--- src/rtl/pwm_ctrl_pkg.sv ---
// Shared encodings and helpers for the PWM soft-start sequencer.
// Cooldown length is used only when PWM_SOFTSTART_AUTO_RETRY_EN is defined.
package pwm_ctrl_pkg;

  localparam int DUTY_W = 8;

  localparam logic [2:0] ST_IDLE      = 3'd0;
  localparam logic [2:0] ST_RAMP_UP   = 3'd1;
  localparam logic [2:0] ST_RUN       = 3'd2;
  localparam logic [2:0] ST_RAMP_DOWN = 3'd3;
  localparam logic [2:0] ST_FAULT     = 3'd4;

  localparam int         COOL_W       = 24;
  localparam logic [COOL_W-1:0] COOLDOWN_LEN = 24'h10_0000;

  // Saturating move of cur toward tgt by at most step, 9-bit math
  function automatic logic [DUTY_W-1:0] step_toward(
    input logic [DUTY_W-1:0] cur,
    input logic [DUTY_W-1:0] tgt,
    input logic [DUTY_W-1:0] step
  );
    logic [DUTY_W:0] c;
    logic [DUTY_W:0] t;
    logic [DUTY_W:0] s;
    logic [DUTY_W-1:0] r;
    c = {1'b0, cur};
    t = {1'b0, tgt};
    s = {1'b0, step};
    r = cur;
    if (c < t) begin
      r = ((t - c) <= s) ? tgt : DUTY_W'(c + s);
    end else if (c > t) begin
      r = ((c - t) <= s) ? tgt : DUTY_W'(c - s);
    end
    return r;
  endfunction

endpackage

--- src/rtl/pwm_softstart_ctrl_ramp_tick_gen.sv ---
// Ramp prescaler: counts 0..DIV-1 and pulses tick on the wrap cycle.
// Synchronous clear restarts the count at 0.
module ramp_tick_gen #(
  parameter int DIV = 256
) (
  input  logic CLK,
  input  logic reset_n,
  input  logic clr,
  output logic tick
);

  localparam logic [15:0] LAST = 16'(DIV - 1);

  logic [15:0] cnt_q;

  assign tick = (cnt_q == LAST);

  always_ff @(posedge CLK or negedge reset_n) begin
    if (!reset_n) begin
      cnt_q <= '0;
    end else if (clr || tick) begin
      cnt_q <= '0;
    end else begin
      cnt_q <= cnt_q + 16'd1;
    end
  end

endmodule

--- src/rtl/pwm_softstart_ctrl.sv ---
// Soft-start / ramp-down / fault sequencer for the 8-bit ZVS PWM generator.
// Define PWM_SOFTSTART_AUTO_RETRY_EN for timed auto-exit from FAULT.
module pwm_softstart_ctrl
  import pwm_ctrl_pkg::*;
#(
  parameter int RAMP_DIV  = 256,
  parameter int RAMP_STEP = 1,
  parameter int MAX_DUTY  = 240
) (
  input  logic              CLK,
  input  logic              reset_n,
  input  logic              enable,
  input  logic [DUTY_W-1:0] target_duty,
  input  logic              fault,
  input  logic              fault_clr,
  output logic [DUTY_W-1:0] duty_cycle,
  output logic              pwm_reset,
  output logic              running,
  output logic              fault_latched,
  output logic [2:0]        state
);

  localparam logic [DUTY_W-1:0] MAX_D = DUTY_W'(MAX_DUTY);
  localparam logic [DUTY_W-1:0] STEP  = DUTY_W'(RAMP_STEP);

  logic [2:0]        state_q;
  logic [2:0]        state_nx;
  logic [DUTY_W-1:0] duty_q;
  logic [DUTY_W-1:0] duty_nx;
  logic [DUTY_W-1:0] tgt;
  logic              pwm_reset_q;
  logic              running_q;
  logic              fault_q;
  logic              tick;
  logic              tick_clr;
  logic              cool_done;

  assign tgt = (target_duty > MAX_D) ? MAX_D : target_duty;

  // Ramp states restart the prescaler so the first step is a full period out
  assign tick_clr = (state_nx != state_q) &&
                    ((state_nx == ST_RAMP_UP) ||
                     (state_nx == ST_RAMP_DOWN));

  ramp_tick_gen #(
    .DIV (RAMP_DIV)
  ) u_tick (
    .CLK     (CLK),
    .reset_n (reset_n),
    .clr     (tick_clr),
    .tick    (tick)
  );

`ifdef PWM_SOFTSTART_AUTO_RETRY_EN
  logic [COOL_W-1:0] cool_q;

  assign cool_done = (cool_q == COOLDOWN_LEN - 24'd1);

  always_ff @(posedge CLK or negedge reset_n) begin
    if (!reset_n) begin
      cool_q <= '0;
    end else if (state_q != ST_FAULT || fault || cool_done) begin
      cool_q <= '0;
    end else begin
      cool_q <= cool_q + 24'd1;
    end
  end
`else
  assign cool_done = 1'b0;
`endif

  always_comb begin
    state_nx = state_q;
    duty_nx  = duty_q;
    case (state_q)
      ST_IDLE: begin
        duty_nx = '0;
        if (enable) state_nx = ST_RAMP_UP;
      end
      ST_RAMP_UP: begin
        if (!enable) begin
          state_nx = ST_RAMP_DOWN;
        end else if (duty_q == tgt) begin
          state_nx = ST_RUN;
        end else if (tick) begin
          duty_nx = step_toward(duty_q, tgt, STEP);
        end
      end
      ST_RUN: begin
        if (!enable) begin
          state_nx = ST_RAMP_DOWN;
        end else if (tick) begin
          duty_nx = step_toward(duty_q, tgt, STEP);
        end
      end
      ST_RAMP_DOWN: begin
        if (enable) begin
          state_nx = ST_RAMP_UP;
        end else if (duty_q == '0) begin
          state_nx = ST_IDLE;
        end else if (tick) begin
          duty_nx = step_toward(duty_q, '0, STEP);
        end
      end
      ST_FAULT: begin
        duty_nx = '0;
        if ((fault_clr && !fault) || cool_done) begin
          state_nx = ST_IDLE;
        end
      end
      default: begin
        state_nx = ST_IDLE;
        duty_nx  = '0;
      end
    endcase
    if (fault) begin
      state_nx = ST_FAULT;
      duty_nx  = '0;
    end
  end

  always_ff @(posedge CLK or negedge reset_n) begin
    if (!reset_n) begin
      state_q     <= ST_IDLE;
      duty_q      <= '0;
      pwm_reset_q <= 1'b1;
      running_q   <= 1'b0;
      fault_q     <= 1'b0;
    end else begin
      state_q     <= state_nx;
      duty_q      <= duty_nx;
      pwm_reset_q <= (state_nx == ST_IDLE) ||
                     (state_nx == ST_FAULT);
      running_q   <= (state_nx == ST_RUN);
      fault_q     <= (state_nx == ST_FAULT);
    end
  end

  assign duty_cycle    = duty_q;
  assign pwm_reset     = pwm_reset_q;
  assign running       = running_q;
  assign fault_latched = fault_q;
  assign state         = state_q;

endmodule

--- config.mk ---
export PLATFORM = sky130hd
export DESIGN_NAME = pwm_softstart_ctrl
export DESIGN_NICKNAME = d
export VERILOG_FILES = /design/src/rtl/pwm_ctrl_pkg.sv /design/src/rtl/pwm_softstart_ctrl_ramp_tick_gen.sv /design/src/rtl/pwm_softstart_ctrl.sv
export SDC_FILE = /design/constraint.sdc
export NUM_CORES = 1
export LEC_CHECK = 0
export ABC_AREA = 1
export BUFFER_PORTS_ARGS = -buffer_cell sky130_fd_sc_hd__buf_2
export CAP_MARGIN = 5
export CORE_ASPECT_RATIO = 0.6
export CORE_MARGIN = 2
export CORE_UTILIZATION = 55
export CTS_CLUSTER_DIAMETER = 150
export DETAILED_ROUTE_END_ITERATION = 16
export PLACE_DENSITY = 0.74
export SETUP_SLACK_MARGIN = 0.1
export SLEW_MARGIN = 20
export SYNTH_ARGS = -nofsm -noshare
export SYNTH_HDL_FRONTEND = slang
export SYNTH_SLANG_ARGS = --single-unit
--- constraint.sdc ---
create_clock -name CLK -period 3.1 [get_ports CLK]
set_input_delay 0.31 -clock CLK [delete_from_list [all_inputs] [get_ports CLK]]
set_output_delay 0.31 -clock CLK [all_outputs]
set_load 0.05 [all_outputs]
Word level (Yosys, flattened, before mapping)
Index checks and enable logic that the tools add are counted.
{"block": "word_totals", "regBits": 30, "inputBits": 13, "out_inout_bits": 14}
{"block": "op_classes", "n_addsub": 5, "order_cmp": 7, "n_eq_ne": 18, "n_mux": 26, "n_reduce_logical": 10}
{"cell": "$mux 8", "count": 15}
{"cell": "$mux 3", "count": 8}
{"cell": "$pmux 8 s3", "count": 1}
{"cell": "$le 9x1->1 const B", "count": 2}
{"cell": "$ne 3x3->1 const B", "count": 6}
{"cell": "$sub 8x8->9", "count": 2}
{"cell": "$add 16x1->16 const B", "count": 1}
{"cell": "$eq 16x8->1 const B", "count": 1}
{"cell": "$mux 16", "count": 1}
{"cell": "$pmux 3 s5", "count": 1}
{"cell": "$eq 3x2->1 const B", "count": 4}
{"cell": "$add 8x1->8 const B", "count": 1}
{"cell": "$eq 8x8->1", "count": 1}
{"cell": "$gt 8x1->1 const B", "count": 1}
{"cell": "$gt 8x8->1", "count": 1}
{"cell": "$gt 8x8->1 const B", "count": 1}
{"cell": "$le 8x1->1 const B", "count": 1}
{"cell": "$logic_not 8->1", "count": 1}
{"cell": "$lt 8x8->1", "count": 1}
{"cell": "$sub 8x1->8 const B", "count": 1}
{"cell": "$reduce_and 7->1", "count": 1}
{"cell": "$eq 3x1->1 const B", "count": 2}
{"cell": "$eq 3x3->1 const B", "count": 2}
{"cell": "$logic_not 3->1", "count": 2}
{"cell": "other kinds (5)", "count": 8}

Depth between registers and ports, before layout
Gate-level depths: netlist (run 1).
{"block": "depth", "word_depth": 12, "depth_mapped": 24, "mapped_depth_nobuf": 24}

Cells and area by module
Synthesis (run 1) repeated with hierarchy kept, for this count alone.
{"block": "hier_totals", "cells_unflattened": 504, "area_unflattened_um2": 3243.1}
{"module": "pwm_softstart_ctrl", "n_inst": 1, "cells_each": 389, "area_per_inst_um2": 2358.5, "seq_area_each_um2": 351.6}
{"module": "ramp_tick_gen", "n_inst": 1, "cells_each": 115, "area_per_inst_um2": 884.6, "seq_area_each_um2": 400.4}

Worst setup path after synthesis (run 1)
OpenSTA, ideal clock, no wires.
{"block": "synth_timing", "path_kind": "register to register", "from": "register duty_q[0], in the netlist duty_cycle[0]", "to": "register duty_q[0], in the netlist duty_cycle[0]", "arrival_ns": 2.857, "t_required_ns": 2.982, "slack_ns": 0.125, "stages_incl_launch_ff": 17, "n_path_buf": 0, "period_less_slack_ns": 2.975, "path_cell_list": "dfrtp_1 clkinv_1 nand3_4 inv_1 fa_1 a21boi_0 nand4_1 nor2_1 o21ai_1 nor2_4 nand2_2 nand2_1 nand3_1 nand3_1 nand2_1 nand2_1 nand2_1"}
{"block": "synth_between", "elab_chain_cells": 10, "word_cells_on_any_way": 31, "classes_between": "4 x add/sub; 6 x order compare; 4 x eq/ne; 15 x mux; 2 x reduce/logical"}
{"element": "start, declared", "line_no": "pwm_softstart_ctrl.sv:28", "rtl": "logic [DUTY_W-1:0] duty_q;"}
{"element": "start signal, assigned", "line_no": "pwm_softstart_ctrl.sv:131", "rtl": "duty_q <= duty_nx;"}
{"element": "$sub 8x8->9", "line_no": "pwm_ctrl_pkg.sv:33", "rtl": "r = ((c - t) <= s) ? tgt : DUTY_W'(c - s);"}
{"element": "$le 9x1->1", "line_no": "pwm_ctrl_pkg.sv:33"}
{"element": "$mux 8", "line_no": "pwm_ctrl_pkg.sv:33"}
{"element": "$mux 8", "line_no": "pwm_ctrl_pkg.sv:32", "rtl": "end else if (c > t) begin"}
{"element": "$mux 8", "line_no": "pwm_ctrl_pkg.sv:30", "rtl": "if (c < t) begin"}
{"element": "$mux 8", "line_no": "pwm_softstart_ctrl.sv:92", "rtl": "end else if (tick) begin"}
{"element": "$mux 8", "line_no": "pwm_softstart_ctrl.sv:83", "rtl": "end else if (duty_q == tgt) begin"}
{"element": "$mux 8", "line_no": "pwm_softstart_ctrl.sv:81", "rtl": "if (!enable) begin"}
{"element": "$pmux 8 s3", "line_no": "pwm_softstart_ctrl.sv:75", "rtl": "case (state_q)"}
{"element": "$mux 8", "line_no": "pwm_softstart_ctrl.sv:116", "rtl": "if (fault) begin"}
Parallel ways exist; a longest one is shown, timed or not. The select of a mux whose other input is x is not followed.
A chain may end at the register's enable or synchronous reset.

Worst setup path in the final report (run 1)
{"block": "layout_timing", "from": "register duty_q[0], in the netlist duty_cycle[0]", "to": "register duty_q[5], in the netlist duty_cycle[5]"}
Same word-level chain as after synthesis.

==> results of run 1 <==
## kinds of logic after synthesis
group	share of synthesized area
AND/OR/NAND/NOR	0.451
buffers and inverters	0.0929
AO/OA/AOI/OAI	0.0762
flip-flops	0.244
adder cells (fa/ha/maj)	0.0941
XOR/XNOR	0.0426
## how the worst min path moves through the flow
stage	startpoint	endpoint	slack [ns]	cells past startpoint
floorplan	reset_n	duty_cycle[0]	0.01	0
global placement	reset_n	fault_latched	0.38	1
detailed placement	reset_n	fault_latched	0.38	1
CTS	reset_n	state[2]	0.08	1
global route	reset_n	state[2]	0.10	1
finish	reset_n	state[2]	0.05	1
## critical path, cell delays in order (launching register included)
cell and delay (ns):
dfrtp_2 0.45, clkinv_1 0.15, nand3_4 0.14, inv_1 0.06, fa_1 0.48, a21boi_1 0.24, nand4_1 0.15, nor2_1 0.12
o21ai_1 0.10, nor2_4 0.22, nand2_4 0.14, nand2_1 0.10, nand3_1 0.09, nand3_1 0.10, nand2_1 0.05, nand2_1 0.05
nand2_1 0.04
## layer usage
metal / vias to the layer above / wire, um
li1: 1520 / -
met1: 1409 / 4010
met2: 152 / 2960
met3: 11 / 749
met4: 0 / 85
met5: - / 0
## area by class of cell
class	count	area [um2]	share of cell area
Sequential cell	30	753	0.217
Multi-Input combinational cell	344	2060	0.595
Clock buffer	7	86.3	0.0249
Tap cell	69	86.3	0.0249
Inverter	65	246	0.0710
Clock inverter	1	5.00	0.00144
Timing Repair Buffer	39	228	0.0656
## report_power, final
| part | switching (mW) | internal [mW] |
|---|---|---|
| Clock | 0.146 | 0.179 |
| Sequential | 0.0281 | 0.434 |
| Combinational | 0.174 | 0.0934 |
## cell usage after synthesis (all sizes together)
| library cell | count | area (um2) |
|---|---|---|
| clkinv | 1 | 3.75 |
| dfrtp | 29 | 726 |
| inv | 64 | 243 |
| nand4 | 7 | 56.3 |
| ha | 20 | 250 |
| a21boi | 2 | 18.8 |
| nor3b | 4 | 30.0 |
| o211ai | 1 | 12.5 |
| o41ai | 2 | 17.5 |
| a21oi | 13 | 76.3 |
| nor3 | 15 | 111 |
| fa | 2 | 40.0 |
| nand3 | 66 | 358 |
| or2 | 1 | 6.26 |
| buf | 3 | 23.8 |
| o31ai | 1 | 21.3 |
| a31oi | 2 | 27.5 |
| nand2 | 137 | 591 |
| nor4 | 3 | 25.0 |
| nor2 | 38 | 185 |
| xor2 | 15 | 131 |
| o21ai | 10 | 53.8 |
| dfstp | 1 | 26.3 |
| nand3b | 2 | 15.0 |
| a21o | 1 | 7.51 |
| clkbuf | 4 | 16.3 |
| and3 | 2 | 12.5 |
## timing repair
action | 4_1_cts | 5_1_grt
resized for setup | 1 | 7
buffers inserted | 0 | 2
pin swaps | 0 | 3
gates cloned | 0 | 0
setup endpoints to repair | 8 | 8
## state kept, by name, indices dropped and copies added (netlist names)
name,flops
fault_latched,1
state,3
pwm_reset,1
u_tick.cnt_q,16
running,1
duty_cycle,8
==> run_results.csv, run 1 <==
group,metric,value,unit
cts,tritoncts,"built",
layout,diodes,0,
place,globalplace.congestion,0.949,
route,drt_iter0_markers,276,
sta,finalMaxSlewViolations,0,
setup_path,rrSetupSlack,0.29,ns
sta,min_period_over_period,0.906,
place,place_inst,545,
logic_synthesis,synth-seq-cells,30,
logic_synthesis,synthCells,446,
setup_path,worstReg2RegEnd,"duty_cycle[5]",
setup_path,critPathArrivalTime,2.99,ns
die,die_h,62.0,um
layout,final_nets,520,
route,avgViaCountPerCell,5.57,
layout,fill_cells,502,
setup_path,crit_path_start_kind,"register",
layout,area_growth,12.4,%
logic_synthesis,ys_types,48,
cts,clock-sinks,30,
die,die_w,101,um
sta,setup_tns,0,ns
logic_synthesis,yosysWarningCount,0,
die,io-pin-count,27,
power_and_ir_drop,ir_drop,0.169,mV
grt,grt_pass1_vias,2572,
route,ant_nets,0,
sta,worstMarginPinSlew,0.655,ns
logic_synthesis,syn-num-nets,481,
power_and_ir_drop,power.leakage,1.91,nW
layout,final_common_cell,"nand2_1",
power_and_ir_drop,total_power,1.05,mW
grt,use_met2,0.348,
grt,use_met3,0.0492,
sta,finClkSkew,0.00694,ns
route,routed_wl,7810,um
sta,finalCriticalPeriod,2.81,ns
layout,most-common-layout-cells,"nand2_1 (122), nand3_1 (62), inv_1 (59)",
logic_synthesis,avgSynthCellArea,6.92,um2
place,detailed_place_hpwl,6150,um
sta,hold_viol_final,0,
setup_path,startpoint,"duty_cycle[0]",
grt,grt.total_usage,0.259,
setup_path,reg2regPathDepth,16,
setup_path,endpoint,"duty_cycle[5]",
layout,drive_above_1_share,0.200,
grt,grt.overflow.total,0,
sta,rsz0062_at_grt,"no",
layout,stdcell_count,555,
sta,whs,0.0452,ns
place,portBuffers,26,
setup_path,r2r_start,"duty_cycle[0]",
logic_synthesis,yosysSeqAreaShare,0.244,
grt,met1_usage,0.417,
place,preCtsSetupSlack,-0.163,ns
cts,htreeDepth,2,
cts,root_buffer,"clkbuf_8",
grt,top_usage_layer,"met1",
route,wl_per_cell,14.1,um
sta,setup_ws,0.293,ns
route,drc,0,
cts,cts_buffers,5,
route,dr_total_vias,3092,
sta,slew_headroom,0.562,
sta,setup_violations,0,
setup_path,worstSetupPathType,"reg2reg",
layout,post-route-util,0.632,
layout,postLayoutCellArea,3470,um2
die,fp.dieArea,6240,um2
cts,cts.hold.buffers_added,0,
cts,clk_path_buf_depth,2,
die,initial_core_util,0.562,
die,core_area,5490,um2
setup_path,crit_fanout,8,
logic_synthesis,syn-cell-area,3090,um2
setup_path,end_kind,"register",
grt,grt_pass1_wl,12500,um
flow_run,cap_violations,0,
sta,max_freq,356,MHz
setup_path,worstPathRequired,3.28,ns
route,drt-pass1-iter-count,5,
grt,grt_start_max_net_pins,31,
place,dpl_cell_area,3340,um2
grt,antenna_found_initial,0,
die,row_count,21,
hold_path,hold_path_class,"in2async",
cts,clock_latency,0.28,ns
power_and_ir_drop,power_density,304,nW/um2
cts,clk_pin_slew_worst_paths,0.07,ns
status,status,"finished clean",
No activity file was read; power rests on OpenSTA's default activity.
==> run 2, diff against run 1 <==
--- a/config.mk
+++ b/config.mk
@@ -14,6 +14,7 @@
 export CTS_CLUSTER_DIAMETER = 150
 export DETAILED_ROUTE_END_ITERATION = 16
 export PLACE_DENSITY = 0.74
+export REMOVE_ABC_BUFFERS = 1
 export SETUP_SLACK_MARGIN = 0.1
 export SLEW_MARGIN = 20
 export SYNTH_ARGS = -nofsm -noshare
==> run_results.csv, run 2 (same netlist as run 1, synthesis figures left out) <==
group,metric,value,unit
status,status,"finished clean",
cts,clock-sinks,30,
power_and_ir_drop,power.leakage,1.91,nW
layout,area_growth,12.9,%
grt,grt.overflow.total,0,
sta,min_period_over_period,0.907,
route,drt-pass1-iter-count,5,
die,die_h,62.0,um
grt,grt_start_max_net_pins,31,
setup_path,worstPathRequired,3.32,ns
cts,htreeDepth,2,
layout,drive_above_1_share,0.199,
die,die_w,101,um
route,routed_wl,8120,um
sta,setup_ws,0.289,ns
setup_path,end_kind,"register",
layout,diodes,0,
grt,antenna_found_initial,0,
cts,clk_path_buf_depth,2,
power_and_ir_drop,total_power,1.07,mW
sta,finalCriticalPeriod,2.81,ns
sta,max_freq,356,MHz
route,ant_nets,0,
place,preCtsSetupSlack,-0.181,ns
die,core_area,5490,um2
place,detailed_place_hpwl,6260,um
sta,rsz0062_at_grt,"yes",
sta,finClkSkew,0.00622,ns
die,io-pin-count,27,
layout,largest_reg_flops,16,
sta,setup_violations,0,
layout,largest_register,"u_tick.cnt_q",
route,avgViaCountPerCell,5.56,
setup_path,crit_fanout,8,
route,dr_total_vias,3089,
cts,tritoncts,"built",
die,initial_core_util,0.562,
place,portBuffers,26,
cts,cts_buffers,5,
layout,most-common-layout-cells,"nand2_1 (124), nand3_1 (62), inv_1 (59)",
sta,finalMaxSlewViolations,0,
power_and_ir_drop,power_density,307,nW/um2
setup_path,critPathArrivalTime,3.03,ns
sta,slew_headroom,0.527,
route,drt_iter0_markers,289,
die,fp.dieArea,6240,um2
route,wl_per_cell,14.6,um
power_and_ir_drop,ir_drop,0.177,mV
place,globalplace.congestion,0.912,
grt,grt.total_usage,0.265,
cts,cts.hold.buffers_added,0,
setup_path,reg2regPathDepth,16,
layout,final_nets,521,
route,drc,0,
die,row_count,21,
layout,final_common_cell,"nand2_1",
flow_run,cap_violations,0,
setup_path,worstSetupPathType,"in2reg",
sta,whs,0.0533,ns
sta,worstMarginPinSlew,0.707,ns
setup_path,crit_path_start_kind,"input port",
hold_path,hold_path_class,"in2async",
cts,clk_pin_slew_worst_paths,0.07,ns
grt,grt_pass1_vias,2565,
grt,grt_pass1_wl,12800,um
sta,hold_viol_final,0,
layout,fill_cells,504,
cts,clock_latency,0.29,ns
cts,root_buffer,"clkbuf_8",
==> run 2: changes by cell type in the layout (fill, tap and decap cells not counted), sizes merged <==
| cell | change |
|---|---|
| buf | +1 |
==> run 2: per-layer routing <==
| metal | vias up | global-route usage | wire length [um] |
|---|---|---|---|
| met2 | 158 | 0.354 | 3160 |
| met1 | 1411 | 0.438 | 4150 |
| li1 | 1516 | - | - |
| met5 | - | 0 | 0 |
| met4 | 0 | 0.0431 | 29 |
| met3 | 4 | 0.0425 | 787 |
==> run 2: final timing paths <==
kind / startpoint / endpoint / slack (ns)
max reg2reg: duty_cycle[0] / duty_cycle[0] / 0.32
max in group asynchronous: reset_n / duty_cycle[0] / 2.57
min in group CLK: fault_clr / fault_latched / 0.21
min reg2reg: u_tick.cnt_q[0] / u_tick.cnt_q[0] / 0.46
max: target_duty[4] / duty_cycle[0] / 0.29
min: reset_n / duty_cycle[5] / 0.05
==> run 2: critical path: stages <==
cell and delay [ns]:
buf_2 0.14, nand2_1 0.10, nor2_4 0.13, nand2_4 0.09
nand2_1 0.09, inv_1 0.07, ha_1 0.36, a21oi_1 0.24
nand2_1 0.15, a31oi_1 0.26, nand2_1 0.13, nand2_1 0.08
nand2_1 0.06, nor2_2 0.31, nand3_1 0.11, nand3_1 0.11
nand3_1 0.08, nand2_1 0.08, nand2_1 0.06, nand2_1 0.07
==> run 2: where the power goes <==
part	internal [mW]	total, mW	switching, mW
clock	0.179	0.334	0.155
sequential	0.434	0.461	0.0271
combinational	0.0949	0.275	0.180
==> run 2: area by class of cell <==
type | count | area (um2) | area share
tap | 69 | 86.3 | 0.0248
sequential | 30 | 753 | 0.216
inverter | 65 | 246 | 0.0708
multi-input combinational | 344 | 2070 | 0.594
timing repair buffer | 40 | 235 | 0.0675
clock buffer | 7 | 86.3 | 0.0248
clock inverter | 1 | 5.00 | 0.00144
==> run 2: timing repair <==
| action | CTS | global route |
|---|---|---|
| pin swaps | 1 | 2 |
| setup buffers | 0 | 5 |
| endpoints found under the setup margin | 8 | 8 |
| resized for setup | 1 | 6 |
==> run 2: per-stage QoR <==
stage / cell area (um2) / setup TNS [ns] / cells / util
3_3_place_gp: 3330 / -0.772 / 543 / 0.606
6_report: 3480 / 0 / 556 / 0.634
4_1_cts: 3420 / 0 / 551 / 0.623
5_1_grt: 3480 / 0 / 556 / 0.634
3_5_place_dp: 3330 / -1.26 / 543 / 0.606
2_1_floorplan: 3050 / 0 / 439 / -
==> run 3, diff against run 2 <==
--- a/config.mk
+++ b/config.mk
@@ -15,7 +15,7 @@
 export DETAILED_ROUTE_END_ITERATION = 16
 export PLACE_DENSITY = 0.74
 export REMOVE_ABC_BUFFERS = 1
-export SETUP_SLACK_MARGIN = 0.1
+export SETUP_SLACK_MARGIN = 0.3
 export SLEW_MARGIN = 20
 export SYNTH_ARGS = -nofsm -noshare
 export SYNTH_HDL_FRONTEND = slang
==> run_results.csv, run 3 (same netlist as run 1, synthesis figures left out) <==
group,metric,value,unit
sta,max_freq,380,MHz
grt,grt_pass1_vias,2579,
power_and_ir_drop,ir_drop,0.178,mV
power_and_ir_drop,power_density,304,nW/um2
grt,top_usage_layer,"met1",
sta,slew_headroom,0.540,
power_and_ir_drop,clkPwrFrac,0.308,
power_and_ir_drop,seqPwrFrac,0.425,
power_and_ir_drop,total_power,1.08,mW
sta,setup_violations,0,
setup_path,crit_path_start_kind,"input port",
layout,diodes,0,
cts,tritoncts,"built",
grt,grt_pass1_wl,12800,um
sta,finClkSkew,0.00458,ns
cts,clk_path_buf_depth,2,
cts,clock-sinks,30,
die,fp.dieArea,6240,um2
route,drt-pass1-iter-count,5,
power_and_ir_drop,p_sw,0.370,mW
place,detailed_place_hpwl,6260,um
grt,grt_start_max_net_pins,31,
die,io-pin-count,27,
route,wl_per_cell,14.8,um
setup_path,worstSetupPathType,"in2reg",
route,drc,0,
flow_run,cap_violations,0,
layout,fill_cells,493,
layout,stdcell_count,556,
cts,clk_pin_slew_worst_paths,0.07,ns
grt,grt.overflow.total,0,
layout,drive_above_1_share,0.236,
setup_path,critPathArrivalTime,2.86,ns
power_and_ir_drop,p_comb_frac,0.267,
grt,grt.total_usage,0.266,
route,avgViaCountPerCell,5.59,
power_and_ir_drop,internal-power,0.714,mW
cts,root_buffer,"clkbuf_8",
power_and_ir_drop,power.leakage,1.91,nW
status,status,"finished clean",
layout,largest_reg_flops,16,
route,ant_nets,0,
setup_path,crit_fanout,9,
layout,final_common_cell,"nand2_1",
cts,htreeDepth,2,
route,routed_wl,8210,um
layout,area_growth,15.6,%
sta,hold_viol_final,0,
place,globalplace.congestion,0.912,
die,initial_core_util,0.562,
layout,most-common-layout-cells,"nand2_1 (121), nand3_1 (60), inv_1 (58)",
hold_path,hold_path_class,"in2async",
sta,worstMarginPinSlew,0.688,ns
grt,use_met3,0.0515,
grt,antenna_found_initial,0,
sta,finalCriticalPeriod,2.63,ns
die,core_area,5490,um2
setup_path,worstPathRequired,3.32,ns
sta,min_period_over_period,0.850,
place,portBuffers,26,
cts,cts.hold.buffers_added,0,
sta,rsz0062_at_grt,"no",
power_and_ir_drop,swShare,0.341,
cts,clock_latency,0.29,ns
sta,finalMaxSlewViolations,0,
die,die_w,101,um
grt,met1_usage,0.435,
die,row_count,21,
die,die_h,62.0,um
route,drt_iter0_markers,304,
layout,final_nets,521,
layout,largest_register,"u_tick.cnt_q",
cts,cts_buffers,5,
setup_path,end_kind,"register",
route,dr_total_vias,3106,
grt,use_met2,0.354,
place,place_inst,543,
[run 3: cell count changes in the layout (fill, tap and decap cells not counted), moves of 2 or more]
cell,previous run,this run
ha_1,20,17
nand3_1,62,60
nor2_2,4,6
ha_4,0,2
nor2_1,29,25
nor2_4,5,7
nand3_2,2,4
nand2_1,124,121
nand2_2,5,7
inv_2,4,6
[run 3: worst max-delay path: stages]
cell and delay, ns:
buf_2 0.14, nand2_1 0.10, nor2_4 0.13, nand2_4 0.09, buf_4 0.16, nand2_2 0.10
ha_4 0.22, nand2_1 0.10, inv_1 0.09, a21boi_2 0.21, nand2_4 0.09, nand2_4 0.07
nand2_4 0.05, nand2_4 0.09, nand2_8 0.10, inv_6 0.12, o21ai_2 0.06, nand2_2 0.09
nand2_1 0.10, nor2_4 0.25, nand2_1 0.10, nand2_1 0.07
[run 3: what timing repair did]
| item | in CTS | in global routing |
|---|---|---|
| pin swaps | 1 | 7 |
| setup endpoints to repair | 8 | 12 |
| setup buffers | 2 | 3 |
| gates resized for setup | 2 | 28 |
| cloned | 0 | 0 |
[run 3: worst paths after layout]
path,startpoint,endpoint,slack [ns],cells past startpoint
setup reg to reg,duty_cycle[0],duty_cycle[0],0.52,16
hold reg to reg,u_tick.cnt_q[0],u_tick.cnt_q[0],0.46,1
max in group asynchronous,reset_n,duty_cycle[1],2.57,1
min in group CLK,fault_clr,fault_latched,0.21,2
setup / recovery,target_duty[4],duty_cycle[0],0.47,22
hold / removal,reset_n,fault_latched,0.05,1
[run 3: area by class of cell]
class                      count  area [um2]  area share
timing repair buffer          40         235      0.0659
sequential                    30         754       0.212
clock inverter                 1        5.00     0.00140
multi-input combinational    344        2150       0.603
tap                           69        86.3      0.0242
inverter                      65         249      0.0698
clock buffer                   7        86.3      0.0242
[run 3: power by group through the flow]
stage	Combinational (mW)	Sequential [mW]	Clock, mW
3_5_place_dp	0.266	0.467	0
3_3_place_gp	0.256	0.466	0
4_1_cts	0.268	0.461	0.336
5_1_grt	0.325	0.469	0.354
6_report	0.289	0.460	0.334
2_1_floorplan	0.174	0.479	0
[run 3: stage by stage]
step / instance area, um2 / util / setup TNS [ns] / hold WS, ns / worst slack (ns)
after CTS: 3440 / 0.626 / 0 / 0.0713 / 0.361
after global routing: 3570 / 0.650 / 0 / 0.112 / 0.301
after detailed placement: 3330 / 0.606 / -1.26 / 0.376 / -0.181
after floorplan: 3050 / - / 0 / 0.0144 / 0.123
after global placement: 3330 / 0.606 / -0.772 / 0.378 / -0.105
final: 3570 / 0.650 / 0 / 0.0550 / 0.466
[run 3: per-layer routing]
metal,share of wire,vias to the layer above
met1,0.51,1418
met2,0.39,165
met3,0.093,7
met4,0.0058,0
met5,0,-
li1,-,1516
